## src/rtl/vm_canon_check.sv

```systemverilog
// vm_canon_check: one-stage virtual-address canonicality checker for RV64 Sv39/Sv48/Sv57
// with pointer masking. Produces the masked/extended address and a fault flag per
// request, and keeps a sticky first-fault record and a saturating fault counter.

package cvw;
   typedef struct packed {
      int XLEN;
      int SVMODE_BITS;
   } cvw_t;

   localparam cvw_t CVW_DEFAULT = '{XLEN: 64, SVMODE_BITS: 4};
endpackage

module vm_canon_check
   import cvw::*;
#(
   parameter cvw_t P             = CVW_DEFAULT,
   parameter int   FAULTCNT_BITS = 16
) (
   input  logic                       clk,
   input  logic                       reset,
   input  logic [P.SVMODE_BITS-1:0]   SATP_MODE,
   input  logic [1:0]                 PMLEN,
   input  logic                       InValid,
   output logic                       InReady,
   input  logic [P.XLEN-1:0]          VAdr,
   input  logic                       Flush,
   output logic                       OutValid,
   input  logic                       OutReady,
   output logic [P.XLEN-1:0]          OutVAdr,
   output logic                       UpperBitsUnequal,
   input  logic                       FaultCntClr,
   output logic [FAULTCNT_BITS-1:0]   FaultCnt,
   output logic                       FirstFaultValid,
   output logic [P.XLEN-1:0]          FirstFaultVAdr
);

   localparam int  XLEN   = P.XLEN;
   localparam int  MODE_W = P.SVMODE_BITS;
   localparam bit  CHK_EN = (XLEN == 64);

   logic [XLEN-1:0]          masked_c;
   logic                     fault_c;

   logic                     vld_q, vld_d;
   logic [XLEN-1:0]          vadr_q, vadr_d;
   logic                     fault_q, fault_d;
   logic [XLEN-1:0]          raw_q, raw_d;
   logic [FAULTCNT_BITS-1:0] cnt_q, cnt_d;
   logic                     ffv_q, ffv_d;
   logic [XLEN-1:0]          ffa_q, ffa_d;

   logic                     accept;
   logic                     xfer;

   // ---- input side: combinational mask and canonicality check (feeds the output register only)
   generate
      if (XLEN == 64) begin : g_check
         logic            is_sv39, is_sv48, is_sv57, is_sv;
         logic            pm7, pm16, sign_bit;
         logic [XLEN-1:0] top_mask;

         // Decode mode, replace the masked top field, then test bits above the VA width
         always_comb begin
            is_sv39  = (SATP_MODE == MODE_W'(8));
            is_sv48  = (SATP_MODE == MODE_W'(9));
            is_sv57  = (SATP_MODE == MODE_W'(10));
            is_sv    = is_sv39 | is_sv48 | is_sv57;
            // Sv57 leaves only 7 spare bits, so PMLEN16 shrinks to 7 there
            pm7      = (PMLEN == 2'b01) | ((PMLEN == 2'b10) & is_sv57);
            pm16     = (PMLEN == 2'b10) & ~is_sv57;
            top_mask = '0;
            sign_bit = 1'b0;
            if (pm7) begin
               top_mask = {{7{1'b1}}, {(XLEN-7){1'b0}}};
               sign_bit = VAdr[XLEN-8];
            end else if (pm16) begin
               top_mask = {{16{1'b1}}, {(XLEN-16){1'b0}}};
               sign_bit = VAdr[XLEN-17];
            end
            // Bare mode zero-fills the masked field instead of sign-extending
            if (!is_sv) sign_bit = 1'b0;
            masked_c = (VAdr & ~top_mask) | (top_mask & {XLEN{sign_bit}});
            fault_c  = 1'b0;
            if (is_sv39)
               fault_c = ~((&masked_c[XLEN-1:38]) | ~(|masked_c[XLEN-1:38]));
            else if (is_sv48)
               fault_c = ~((&masked_c[XLEN-1:47]) | ~(|masked_c[XLEN-1:47]));
            else if (is_sv57)
               fault_c = ~((&masked_c[XLEN-1:56]) | ~(|masked_c[XLEN-1:56]));
         end
      end else begin : g_bypass
         assign masked_c = VAdr;
         assign fault_c  = 1'b0;
      end
   endgenerate

   assign InReady = ~vld_q | OutReady;
   assign accept  = InValid & InReady;
   // A flushed entry is discarded, so it neither transfers nor counts
   assign xfer    = vld_q & OutReady & ~Flush;

   // Next-state for the output register, fault counter and first-fault record
   always_comb begin
      vld_d   = vld_q;
      vadr_d  = vadr_q;
      fault_d = fault_q;
      raw_d   = raw_q;
      cnt_d   = cnt_q;
      ffv_d   = ffv_q;
      ffa_d   = ffa_q;

      if (Flush) begin
         vld_d = 1'b0;
      end else if (accept) begin
         vld_d   = 1'b1;
         vadr_d  = masked_c;
         fault_d = fault_c;
         raw_d   = VAdr;
      end else if (xfer) begin
         vld_d = 1'b0;
      end

      // Clear has priority; a fault transferring in the clear cycle is lost on purpose
      if (FaultCntClr) begin
         cnt_d = '0;
         ffv_d = 1'b0;
         ffa_d = '0;
      end else if (CHK_EN && xfer && fault_q) begin
         if (!(&cnt_q)) cnt_d = cnt_q + FAULTCNT_BITS'(1);
         if (!ffv_q) begin
            ffv_d = 1'b1;
            ffa_d = raw_q;
         end
      end
   end

   // ---- output register stage
   // State registers with synchronous reset
   always_ff @(posedge clk) begin
      if (reset) begin
         vld_q   <= 1'b0;
         vadr_q  <= '0;
         fault_q <= 1'b0;
         raw_q   <= '0;
         cnt_q   <= '0;
         ffv_q   <= 1'b0;
         ffa_q   <= '0;
      end else begin
         vld_q   <= vld_d;
         vadr_q  <= vadr_d;
         fault_q <= fault_d;
         raw_q   <= raw_d;
         cnt_q   <= cnt_d;
         ffv_q   <= ffv_d;
         ffa_q   <= ffa_d;
      end
   end

   assign OutValid         = vld_q;
   assign OutVAdr          = vadr_q;
   assign UpperBitsUnequal = fault_q;
   assign FaultCnt         = cnt_q;
   assign FirstFaultValid  = ffv_q;
   assign FirstFaultVAdr   = ffa_q;

endmodule
```

## config.mk

```make
export PLATFORM = sky130hd
export DESIGN_NAME = vm_canon_check
export DESIGN_NICKNAME = d
export VERILOG_FILES = /design/src/rtl/vm_canon_check.sv
export SDC_FILE = /design/constraint.sdc
export NUM_CORES = 1
export LEC_CHECK = 0
export CORE_MARGIN = 2
export CORE_UTILIZATION = 45
export DETAILED_ROUTE_END_ITERATION = 12
export GPL_TIMING_DRIVEN = 0
export PLACE_DENSITY = 0.87
export SYNTH_ARGS = -nofsm -noshare
export SYNTH_HDL_FRONTEND = slang
export SYNTH_SLANG_ARGS = --single-unit
```

## constraint.sdc

```tcl
create_clock -name clk -period 2.1 [get_ports clk]
set_input_delay 0.315 -clock clk [delete_from_list [all_inputs] [get_ports clk]]
set_output_delay 0.315 -clock clk [all_outputs]
set_load 0.05 [all_outputs]
```

Word-level counts from Yosys, hierarchy flattened
Cells that the tools add are included.
- register bits after elaboration: 211
- input bits: 76
- output and inout port bits: 148
- add/subtract/negate cells: 1
- equal/unequal tests: 5
- mux-type cells: 10
- bitwise logic cells: 27
- reduce and logical (&&, ||, !) cells: 14
- operator list (kind ; count):
    bitwise AND 64 bit ; 2
    2-to-1 mux 64 bit ; 2
    NOT 64 bit ; 1
    OR 64 bit ; 1
    AND reduction 26 bit ; 1
    OR reduction 26 bit ; 1
    AND reduction 17 bit ; 1
    OR reduction 17 bit ; 1
    adder 16 x 1 -> 16 bit (second input constant) ; 1
    AND reduction 16 bit ; 1
    equality test 4 bit (second input constant) ; 3
    NOT 1 bit ; 11
    2-to-1 mux 1 bit ; 8
    AND reduction 8 bit ; 1
    OR reduction 8 bit ; 1
    OR 1 bit ; 7
    AND reduction 2 bit ; 3
    bitwise AND 1 bit ; 5
    OR reduction 2 bit ; 2
    equality test 2 x 1 -> 1 bit (second input constant) ; 1
    equality test 2 bit (second input constant) ; 1
    nonzero test 2 bit ; 1
    logical AND 1 bit ; 1

Depth between registers and ports, before layout
- depth in word-level cells: 15
- depth in mapped cells: 8
- mapped depth without buffers: 8

Least setup slack after synthesis
OpenSTA, ideal clock, no wires.
- path type: register -> register
- start: register vld_q, in the netlist OutValid
- end: register vadr_q[0], in the netlist OutVAdr[0]
- setup time: 0.070 ns
- arrival time: 2.058 ns
- required time: 2.030 ns
- path slack: -0.028 ns
- stages on the path, launching flop included: 8
- buffers on the path: 2
- period minus slack after synthesis: 2.128 ns
- cell sequence: dfxtp_1 -> nor2b_1 -> inv_1 -> nand3b_1 -> clkbuf_1 -> clkbuf_1 -> nand2_1 -> a21oi_1
- word-level cells in the longest chain between the ends: 4
- ends and longest elaborated chain (item ; RTL line ; text):
    start: declaration ; 45 ; logic vld_q, vld_d;
    start signal: assignment ; 150 ; vld_q <= vld_d;
    NOT 1 bit ; 98 ; assign InReady = ~vld_q | OutReady;
    OR 1 bit ; 98 ;
    net InReady ; 25 ; output logic InReady,
    bitwise AND 1 bit ; 99 ; assign accept = InValid & InReady;
    AND reduction 2 bit (no source line) ; n/a ;
    end signal: assignment ; 151 ; vadr_q <= vadr_d;
    end: declaration ; 46 ; logic [XLEN-1:0] vadr_q, vadr_d;
The timed path passes the listed nets, and every way through them passes these cells.
A chain may end at the register's enable or synchronous reset.

Worst setup path after layout
- start: input SATP_MODE[0]
- end: register fault_q, in the netlist UpperBitsUnequal
- word-level cells in the longest chain between the ends: 15
- ends and longest elaborated chain (item ; RTL line ; text):
    start: declaration ; 22 ; input logic [P.SVMODE_BITS-1:0] SATP_MODE,
    equality test 4 bit ; 67 ; is_sv57 = (SATP_MODE == MODE_W'(10));
    NOT 1 bit ; 71 ; pm16 = (PMLEN == 2'b10) & ~is_sv57;
    bitwise AND 1 bit ; 71 ;
    2-to-1 mux 1 bit or 2-to-1 mux 64 bit (tied branches) ; 77 ; end else if (pm16) begin
    2-to-1 mux 1 bit or 2-to-1 mux 64 bit (tied branches) ; 74 ; if (pm7) begin
    2-to-1 mux 1 bit or NOT 64 bit (tied branches) ; 82, 83 ;
    bitwise AND 64 bit ; 83 ; masked_c = (VAdr & ~top_mask) | (top_mask & {XLEN{sign_bit}});
    OR 64 bit ; 83 ;
    OR reduction 8 bit ; 90 ; fault_c = ~((&masked_c[XLEN-1:56]) | ~(|masked_c[XLEN-1:56]));
    NOT 1 bit ; 90 ;
    OR 1 bit ; 90 ;
    NOT 1 bit ; 90 ;
    2-to-1 mux 1 bit ; 89 ; else if (is_sv57)
    2-to-1 mux 1 bit ; 87 ; else if (is_sv48)
    2-to-1 mux 1 bit (*) ; 85 ; if (is_sv39)
    end signal: assignment ; 152 ; fault_q <= fault_d;
    end: declaration ; 47 ; logic fault_q, fault_d;
Every way passes the cells marked *; elsewhere a longest branch is shown, timed or not.

==> results.py <==
metrics = {
    "cts": {
        "clock-sinks": 163,
        "cts_buffers": 17,
        "clk_latency_ns": 0.42,
        "htreeDepth": 4,
        "cts.clk_slew.worst_paths_ns": 0.06,
        "cts_buffer_depth": 2,
        "cts_tree": "done",
        "cts-root-buf": "clkbuf_16",
    },
    "critical_path": {
        "ff2ff_path_depth": 5,
        "end_kind": "flip-flop",
        "slowest_stage": "clkdlybuf4s50_1",
        "cp.required_ns": 2.40,
        "start_kind": "input port",
        "path_cells": "clkdlybuf4s50_1 -> nand4bb_1 -> nand3b_1 -> a21oi_4 -> nor2_1 -> a221oi_1 -> o21ai_1",
        "r2r_end": "FirstFaultVAdr[49]",
        "cp_top_family": "simple AND/OR/NAND/NOR gates",
        "reg2reg_from": "UpperBitsUnequal",
        "rrSetupSlack_ns": 0.17,
        "path_buf_inv": 1,
        "slowest_delay_ns": 0.63,
        "cp_max_fo": 10,
        "crit_type": "in2reg",
        "worst_ep_arrival_time_ns": 2.38,
    },
    "placed_design": {
        "post-place-ws_ns": -0.683,
        "portBuffers": 223,
        "gp_routability_congestion": 0.910,
        "dp.final_hpwl_um": 13900,
    },
    "hold_path": {
        "whs_endpoint": "OutVAdr[30]",
        "hp-start": "VAdr[30]",
        "hold_path_class": "in2reg",
        "worstHoldPathCells": 3,
    },
    "routing": {
        "drcViolationCount": 0,
        "routed_wl_um": 19400,
        "drtIter0Drc": 486,
        "postRouteAntennaNets": 0,
        "wl_per_cell_um": 15.4,
        "dr.pass1.iters": 5,
        "viasPerCell": 5.04,
        "vias": 6320,
    },
    "global_route": {
        "grt_pass1_wl_um": 29300,
        "antenna_found_initial": 0,
        "grt_max_degree": 17,
        "overflow": 0,
        "grt_pass1_vias": 5924,
        "track_usage": 0.246,
    },
    "finish": {
        "nNetsFinal": 1139,
        "n_antenna_cell": 0,
        "syn2layout_area_growth_pct": 46.8,
        "fillerInstances": 1141,
        "final_common_cell": "nand2_1",
        "drive_gt1_frac": 0.0979,
        "final_cell_mix": "nand2_1, clkdlybuf4s50_1, dfxtp_1, a21oi_1, buf_4",
    },
    "sta": {
        "skew_ns": 0.00552,
        "hold_viol": 0,
        "relSlewSlack": 0.571,
        "max_freq_mhz": 481,
        "setup_viol_count_final": 0,
        "slew_viol_final": 0,
        "post-route-period-util": 0.990,
        "min_period_ns": 2.08,
        "worst_pin_slew_ns": 0.643,
        "grt_setup_unrepaired": "true",
        "fin_ws_ns": 0.0218,
    },
    "power": {
        "power_density_nw_per_um2": 734,
        "peakVddDrop_v": 0.000616,
        "p_leak_uw": 0.00336,
        "fin_total_pwr_uw": 6990,
    },
    "synth": {
        "synth_nets": 896,
        "yosysUniqueCellTypes": 46,
        "yosys.area.top_type": "dfxtp_1",
        "synth_top_cell_area_share": 0.503,
        "ys.flop_type": "dfxtp_1",
        "avgSynthCellArea_um2": 7.94,
        "synth.area.top_cells": "dfxtp_1, nand2_1, a21oi_1",
        "synth_edf_count": 0,
        "netlist_instances": 817,
        "ys_ff_latch": 163,
        "yosysWarnings": 0,
        "ys_seq_area_frac": 0.503,
        "synth_async_sr_flop_share": 0,
        "syn_area_um2": 6480,
    },
    "die": {
        "rows": 43,
        "dieArea_um2": 15400,
        "core_area_um2": 14000,
        "ios": 224,
        "start_util": 0.464,
        "die_height_um": 124,
        "die_w_um": 124,
    },
    "flow_run": {
        "drv_cap": 0,
    },
    "run_status": {
        "status": "finished, final reports clean",
    },
}
worst max path at each step:
| stage | startpoint | end | slack (ns) | cells past startpoint |
|---|---|---|---|---|
| 5_1_grt | SATP_MODE[0] | UpperBitsUnequal | -0.11 | 7 |
| 4_1_cts | SATP_MODE[0] | UpperBitsUnequal | 0.001 | 7 |
| 6_report | SATP_MODE[0] | UpperBitsUnequal | 0.02 | 7 |
| 2_1_floorplan | FaultCnt[0] | FaultCnt[8] | 0.12 | 7 |
| 3_3_place_gp | Flush | FirstFaultVAdr[18] | -0.68 | 6 |
| 3_5_place_dp | Flush | FirstFaultVAdr[20] | -0.68 | 6 |
worst reg2reg max path: cells and delay by family (launching register included):
kind | cells | cell delay (ns)
buffers and inverters | 1 | 0.31
AO/OA/AOI/OAI | 1 | 0.08
flip-flops | 1 | 0.43
AND/OR/NAND/NOR | 3 | 0.96
registers in the layout, indices dropped and copies added, names as in the netlist:
register and count:
FirstFaultValid 1, OutVAdr 64, UpperBitsUnequal 1, FaultCnt 16
raw_q 16, FirstFaultVAdr 64, OutValid 1
cell families after synthesis:
family,after synthesis,synth area share
AO/OA/AOI/OAI,164,0.142
adder cells (fa/ha/maj),3,0.00579
multiplexers,1,0.00154
XOR/XNOR,14,0.0189
flip-flops,163,0.503
AND/OR/NAND/NOR,367,0.237
buffers and inverters,105,0.0909
where the power goes:
group          internal, µW  switching, µW  leakage [µW]
clock network          1640           1220      0.000269
registers              3170           55.4       0.00132
logic                   367            534       0.00176
cell usage after synthesis, drive strengths merged (2+ instances only):
master	n
a211oi	18
a21oi	134
and4	2
buf	55
clkbuf	43
dfxtp	163
ha	3
inv	7
nand2	272
nand2b	2
nand3	8
nand3b	3
nand4	10
nor2	39
nor3	14
nor3b	2
nor4	6
o21ai	3
or2	2
xnor2	2
xor2	12
layer usage:
metal,up-vias,track usage,wire [µm]
met5,-,0,0
met2,214,0.425,9500
met3,29,0.0559,1340
met4,0,0.0885,357
li1,3138,-,-
met1,2939,0.299,8160
stage by stage:
step,area (µm²),hold WS (ns),TNS [ns],std cells,util
final,9520,0.440,0,1253,0.681
after global routing,9520,0.436,-0.110,1253,0.681
after CTS,9480,0.423,0,1251,0.678
after detailed placement,8940,0.446,-64.53,1220,0.639
after global placement,8940,0.440,-58.99,1220,0.639
after floorplan,6490,0.387,0,817,-
repair_timing:
item,in CTS,in global routing
endpoints found under the setup margin,65,135
setup buffers,0,2
hold endpoints to repair,0,0
gates resized for setup,4,10
pin swaps,0,1
hold buffers,0,0
final cells by class:
cell class,instances,area (µm²),area share
well taps,180,225,0.0237
clock inverters,12,90.1,0.00946
multi-input cells,549,2660,0.279
plain buffers,97,564,0.0593
flip-flops and latches,163,3260,0.343
inverters,7,26.3,0.00276
clock buffers,20,447,0.0469
repair buffers,225,2250,0.236
Note: power is estimated with default switching activity, not from simulation.
